[config.mk]
export PLATFORM = sky130hd
export DESIGN_NAME = alu_multicycle_exec
export DESIGN_NICKNAME = d
export VERILOG_FILES = /design/src/rtl/alu_multicycle_exec_pkg.sv /design/src/rtl/alu_multicycle_exec_shifter.sv /design/src/rtl/alu_multicycle_exec.sv
export SDC_FILE = /design/constraint.sdc
export NUM_CORES = 1
export LEC_CHECK = 0
export ABC_AREA = 0
export CORE_MARGIN = 2
export CORE_UTILIZATION = 55
export CTS_BUF_LIST = sky130_fd_sc_hd__clkbuf_4
export DETAILED_ROUTE_END_ITERATION = 8
export MAX_ROUTING_LAYER = met4
export PLACE_DENSITY_LB_ADDON = 0.08
export SYNTH_ARGS = -nofsm -noshare
export SYNTH_HDL_FRONTEND = slang
export SYNTH_HIERARCHICAL = 1
export SYNTH_SLANG_ARGS = --single-unit
[constraint.sdc]
create_clock -name clk -period 9.8 [get_ports clk]
set_input_delay 1.96 -clock clk [delete_from_list [all_inputs] [get_ports clk]]
set_output_delay 1.96 -clock clk [all_outputs]
set_load 0.01 [all_outputs]
[src/rtl/alu_multicycle_exec_pkg.sv]
`default_nettype none
// ----------------------------------------------------------------------------
// Module : alu_multicycle_exec_pkg
// Brief  : Op codes and FSM states shared by the multi-cycle ALU execute stage.
// Rev    : 1.0
// ----------------------------------------------------------------------------
package alu_multicycle_exec_pkg;

  localparam logic [3:0] c_op_add = 4'b0000;
  localparam logic [3:0] c_op_sub = 4'b0001;
  localparam logic [3:0] c_op_or  = 4'b0010;
  localparam logic [3:0] c_op_and = 4'b0011;
  localparam logic [3:0] c_op_lui = 4'b0100;
  localparam logic [3:0] c_op_sll = 4'b0101;
  localparam logic [3:0] c_op_srl = 4'b0110;
  localparam logic [3:0] c_op_xor = 4'b0111;
  localparam logic [3:0] c_op_beq = 4'b1000;
  localparam logic [3:0] c_op_bne = 4'b1001;
  localparam logic [3:0] c_op_blt = 4'b1010;

  typedef enum logic [1:0] {
    S_IDLE  = 2'b00,
    S_SHIFT = 2'b01,
    S_DONE  = 2'b10
  } state_t;

  function automatic logic is_shift_op(input logic [3:0] op);
    return (op == c_op_sll) || (op == c_op_srl);
  endfunction

endpackage
`default_nettype wire

[src/rtl/alu_multicycle_exec_shifter.sv]
`default_nettype none
// ----------------------------------------------------------------------------
// Module : alu_multicycle_exec_shifter
// Brief  : One-bit-per-cycle logical shifter with shift-amount down-counter.
// Rev    : 1.0
// ----------------------------------------------------------------------------
module alu_multicycle_exec_shifter #(
  parameter int DATA_WIDTH = 32,
  parameter int SHAMT_W    = 5
) (
  input  logic                  clk,
  input  logic                  reset,
  input  logic                  load,
  input  logic                  dir,
  input  logic [DATA_WIDTH-1:0] load_data,
  input  logic [SHAMT_W-1:0]    load_shamt,
  output logic                  busy,
  output logic                  done,
  output logic [DATA_WIDTH-1:0] next_data
);

  logic [DATA_WIDTH-1:0] r_data;
  logic [SHAMT_W-1:0]    r_cnt;
  logic                  r_dir;
  logic                  w_dir;
  logic [DATA_WIDTH-1:0] w_src;

  assign w_dir     = load ? dir : r_dir;
  assign w_src     = load ? load_data : r_data;
  assign next_data = w_dir ? (w_src >> 1) : (w_src << 1);
  assign busy      = (r_cnt != '0);
  // done flags the cycle whose shift is the last one; next_data holds the final value
  assign done      = !load && (r_cnt == SHAMT_W'(1));

  // The first shift happens on the load edge, so total latency equals the shift amount.
  always_ff @(posedge clk) begin
    if (reset) begin
      r_data <= '0;
      r_cnt  <= '0;
      r_dir  <= 1'b0;
    end else if (load) begin
      r_data <= next_data;
      r_cnt  <= load_shamt - SHAMT_W'(1);
      r_dir  <= dir;
    end else if (busy) begin
      r_data <= next_data;
      r_cnt  <= r_cnt - SHAMT_W'(1);
    end
  end

endmodule
`default_nettype wire

[src/rtl/alu_multicycle_exec.sv]
`default_nettype none
// ----------------------------------------------------------------------------
// Module : alu_multicycle_exec
// Brief  : ALU execute stage; single-cycle logic/arith/compare, serial shifts.
// Rev    : 1.0
// ----------------------------------------------------------------------------
module alu_multicycle_exec
  import alu_multicycle_exec_pkg::*;
#(
  parameter int DATA_WIDTH = 32
) (
  input  logic                  clk,
  input  logic                  reset,
  input  logic                  in_valid_i,
  output logic                  in_ready_o,
  input  logic [3:0]            alu_op_i,
  input  logic [DATA_WIDTH-1:0] a_i,
  input  logic [DATA_WIDTH-1:0] b_i,
  output logic                  out_valid_o,
  input  logic                  out_ready_i,
  output logic [DATA_WIDTH-1:0] result_o,
  output logic                  zero_o,
  output logic                  branch_o,
  output logic                  illegal_o
);

  localparam int SHAMT_W = $clog2(DATA_WIDTH);

  state_t                r_state;
  state_t                w_next_state;
  logic [DATA_WIDTH-1:0] r_result;
  logic                  r_zero;
  logic                  r_branch;
  logic                  r_illegal;

  logic [DATA_WIDTH-1:0] w_result;
  logic                  w_branch;
  logic                  w_illegal;
  logic                  w_load_out;

  logic [DATA_WIDTH-1:0] w_alu_res;
  logic                  w_alu_branch;
  logic                  w_alu_illegal;

  logic [SHAMT_W-1:0]    w_shamt;
  logic                  w_shift_load;
  logic                  w_shift_busy;
  logic                  w_shift_done;
  logic [DATA_WIDTH-1:0] w_shift_next;

  assign w_shamt     = b_i[SHAMT_W-1:0];
  assign in_ready_o  = (r_state == S_IDLE);
  assign out_valid_o = (r_state == S_DONE);
  assign result_o    = r_result;
  assign zero_o      = r_zero;
  assign branch_o    = r_branch;
  assign illegal_o   = r_illegal;

  alu_multicycle_exec_shifter #(
    .DATA_WIDTH (DATA_WIDTH),
    .SHAMT_W    (SHAMT_W)
  ) u_shifter (
    .clk        (clk),
    .reset      (reset),
    .load       (w_shift_load),
    .dir        (alu_op_i == c_op_srl),
    .load_data  (a_i),
    .load_shamt (w_shamt),
    .busy       (w_shift_busy),
    .done       (w_shift_done),
    .next_data  (w_shift_next)
  );

  always_comb begin
    w_alu_res     = '0;
    w_alu_branch  = 1'b0;
    w_alu_illegal = 1'b0;
    case (alu_op_i)
      c_op_add: w_alu_res = a_i + b_i;
      c_op_sub: w_alu_res = a_i - b_i;
      c_op_or:  w_alu_res = a_i | b_i;
      c_op_and: w_alu_res = a_i & b_i;
      c_op_lui: w_alu_res = b_i;
      c_op_xor: w_alu_res = a_i ^ b_i;
      c_op_beq: begin
        w_alu_res    = a_i - b_i;
        w_alu_branch = (a_i == b_i);
      end
      c_op_bne: begin
        w_alu_res    = a_i - b_i;
        w_alu_branch = (a_i != b_i);
      end
      c_op_blt: begin
        w_alu_res    = a_i - b_i;
        w_alu_branch = ($signed(a_i) < $signed(b_i));
      end
      c_op_sll, c_op_srl: w_alu_res = '0;
      default:  w_alu_illegal = 1'b1;
    endcase
  end

  always_comb begin
    w_next_state = r_state;
    w_load_out   = 1'b0;
    w_shift_load = 1'b0;
    w_result     = '0;
    w_branch     = 1'b0;
    w_illegal    = 1'b0;
    case (r_state)
      S_IDLE: begin
        if (in_valid_i) begin
          w_next_state = S_DONE;
          if (is_shift_op(alu_op_i)) begin
            if (w_shamt == '0) begin
              w_result   = a_i;
              w_load_out = 1'b1;
            end else begin
              w_shift_load = 1'b1;
              if (w_shamt == SHAMT_W'(1)) begin
                w_result   = w_shift_next;
                w_load_out = 1'b1;
              end else begin
                w_next_state = S_SHIFT;
              end
            end
          end else begin
            w_result   = w_alu_res;
            w_branch   = w_alu_branch;
            w_illegal  = w_alu_illegal;
            w_load_out = 1'b1;
          end
        end
      end
      S_SHIFT: begin
        if (w_shift_done) begin
          w_result     = w_shift_next;
          w_load_out   = 1'b1;
          w_next_state = S_DONE;
        end else if (!w_shift_busy) begin
          w_next_state = S_IDLE;
        end
      end
      S_DONE: begin
        if (out_ready_i) w_next_state = S_IDLE;
      end
      default: w_next_state = S_IDLE;
    endcase
  end

  always_ff @(posedge clk) begin
    if (reset) begin
      r_state   <= S_IDLE;
      r_result  <= '0;
      r_zero    <= 1'b0;
      r_branch  <= 1'b0;
      r_illegal <= 1'b0;
    end else begin
      r_state <= w_next_state;
      if (w_load_out) begin
        r_result  <= w_result;
        r_zero    <= (w_result == '0);
        r_branch  <= w_branch;
        r_illegal <= w_illegal;
      end
    end
  end

endmodule
`default_nettype wire

==> results.yml <==
status:
  status: "finished, final reports clean"
clock_network:
  ctsHoldBuffers: 0
  clkTransAtPathRegs_ps: 130
  post_cts_buffers: 0
  tritoncts: "done"
  cts_buffers: 9
  cts_buffer_depth: 2
  cts.sink_count: 75
  h-tree-depth: 3
  root_buffer: "clkbuf_4"
  insertion_delay_ps: 440
  cts_resized: 0
yosys:
  synth.top_cell.area_share_pct: 13.1
  synth_cell_types: 113
  synthCells: 1517
  ys_ff_latch: 75
  synth_async_sr_flop_share_pct: 0
  synth_nets: 1697
  synth-edff-count: 0
  yosysMostFrequentCell: "a21oi_1"
  synth_warnings: 6
  syn_area_per_cell_um2: 7.55
  synth-main-ff-cell: "dfxtp_1"
  synth_seq_area_share_pct: 13.1
  synth_area_leaders: "dfxtp_1, ha_1, a21oi_1"
  syn_area_um2: 11400
  synth_commonest_cells: "a21oi_1, nand2_1, ha_1, inv_1"
  yosysTopAreaCell: "dfxtp_1"
pwr:
  p_total_mw: 1.36
  power.density_nw_per_um2: 109
  p_leak_nw: 5.15
  ir_worst_vdd_mv: 0.206
die:
  die-area_um2: 22000
  start_util_pct: 56.4
  coreArea_um2: 20300
  rows: 52
  die_w_um: 148
  fp.dieH_um: 148
  pin_count: 109
setup_path:
  endpoint_kind: "register"
  cp_slowest_cell: "buf_4"
  required_ps: 10170
  start_kind: "primary input"
  cpMostUsedCell: "buf_4"
  path_cells: "clkdlybuf4s50_1 -> inv_1 -> nand4_1 -> buf_4 -> nor2_1 -> nor3_2 -> buf_4 -> buf_4 -> nor4_1 -> and2_1 -> and3b_1 -> buf_4 -> a22o_1 -> a2111oi_0 -> o311ai_0 -> mux2i_1 -> o21ai_1 -> nor3b_1 -> nand4_1 -> a2111o_1 -> o31ai_2"
  crit_type: "primary input to register"
  arrival_ps: 8530
  crit_fanout: 47
  critPathMaxStageDelay_ps: 600
global_route:
  antenna_found_initial: 2
  grt_pass1_wl_mm: 69.9
  track_usage_pct: 42.2
  grt_max_degree: 52
  overflow: 0
  grt_pass1_vias: 11464
min_path:
  hold_path.class: "register to register"
sta:
  max-slew-margin-rel_pct: 24.3
  rsz0062_at_grt: "false"
  period_needed_ps: 8160
  fin_setup_tns_ps: 0
  finalSetupViolations: 0
  fmax_mhz: 123
  maxSlewViolCount: 0
  worst_pin_slew_ps: 1130
  timing.final.crit_share_pct: 83.3
  finalHoldViolCount: 0
  skew_ps: 16.9
layout:
  drive_gt1_share_pct: 10.2
  area_delta_synth_final_pct: 9.34
  multiInputGateArea_um2: 8840
  fillers: 1957
  register_area_um2: 1500
  nets: 1729
place:
  dp_hpwl_mm: 35.0
  gp_congestion: 1.06
  io_buffers: 108
drt:
  ant_nets: 0
  drc: 0
  wire_per_inst_um: 25.6
  wl_mm: 46.7
  post_drt_via_cell_ratio: 7.01
  dr.pass1.iters: 7
  via_count: 12790
  drt-initial-drc-count: 1933
flow_run:
  drv_cap: 0
[worst max-delay path: cells and delay by family]
family                 cells  cell delay (ps)
AOI/OAI and AO/OA          6             1870
buffers and inverters      6             2470
and+or+nand+nor            8             1970
muxes                      1              190
[sequential cells by signal, indices dropped and copies added, names as in the netlist]
register          flops
r_state               2
u_shifter/r_cnt       5
result_o             32
u_shifter/r_dir       1
zero_o                1
branch_o              1
illegal_o             1
u_shifter/r_data     32
[through the flow]
step	cells	setup WS [ps]	instance area [µm²]	util (%)	hold WS (ps)
floorplan	1517	3150	11400	-	447
global placement	1808	1690	12400	60.8	444
detailed placement	1808	1350	12400	60.8	450
CTS	1823	1820	12500	61.6	470
global route	1825	1190	12500	61.6	488
finish	1825	1640	12500	61.6	465
[power by group]
| group | switching [mW] | internal, mW |
|---|---|---|
| clock | 0.118 | 0.103 |
| sequential | 0.0248 | 0.337 |
| combinational | 0.497 | 0.284 |
| total | 0.640 | 0.723 |
[final cells by class]
class,count,area share [%]
Antenna cell,2,0.0400
Clock buffer,9,0.540
Clock inverter,6,0.730
Inverter,107,3.23
Multi-Input combinational cell,1222,70.6
Sequential cell,75,12.0
Tap cell,270,2.70
Timing Repair Buffer,134,10.2
[metal layers]
| layer | wire [µm] | GRT usage, % | part of all wire, % |
|---|---|---|---|
| met5 | 0 | - | 0 |
| met4 | 1750 | 13.3 | 3.8 |
| met3 | 6630 | 10.3 | 14 |
| met2 | 18400 | 57.1 | 39 |
| met1 | 19900 | 61.2 | 43 |
[cells in the final DEF (no fill, tap or decap), drive strengths merged, types with 9 or more instances in the layout]
master,instances
nor4,22
o211ai,21
dfxtp,75
o31ai,14
a22oi,13
nand2b,20
mux2,62
a221o,9
nor2,91
nand4,17
o21ai,101
clkbuf,9
nor2b,44
a211oi,18
o21bai,16
mux2i,17
ha,106
o2111ai,12
nand3,24
a21o,12
buf,27
o22ai,12
a211o,9
a21oi,154
a32o,26
a31oi,16
inv,107
a221oi,16
nor3,48
clkdlybuf4s50,107
and2,11
nand2,144
xnor2,14
[logic make-up after synthesis]
kind of cell               Yosys count  synth area share (%)
AOI/OAI and AO/OA                  538                  32.7
xor gates and xnor gates            16                  1.22
adders and majority gates          108                  11.9
buffers and inverters              220                  10.0
DFF                                 75                  13.1
muxes                               79                  9.34
and+or+nand+nor                    481                  21.7
[final timing paths]
| path | startpoint | end | slack [ps] | depth (start not counted) |
|---|---|---|---|---|
| max | b_i[1] | zero_o | 1640 | 21 |
| min | result_o[24] | result_o[24] | 470 | 2 |
| max reg2reg | r_state[0] | zero_o | 3830 | 19 |
| min reg2reg | result_o[24] | result_o[24] | 470 | 2 |
No activity file was read; power rests on OpenSTA's default activity.
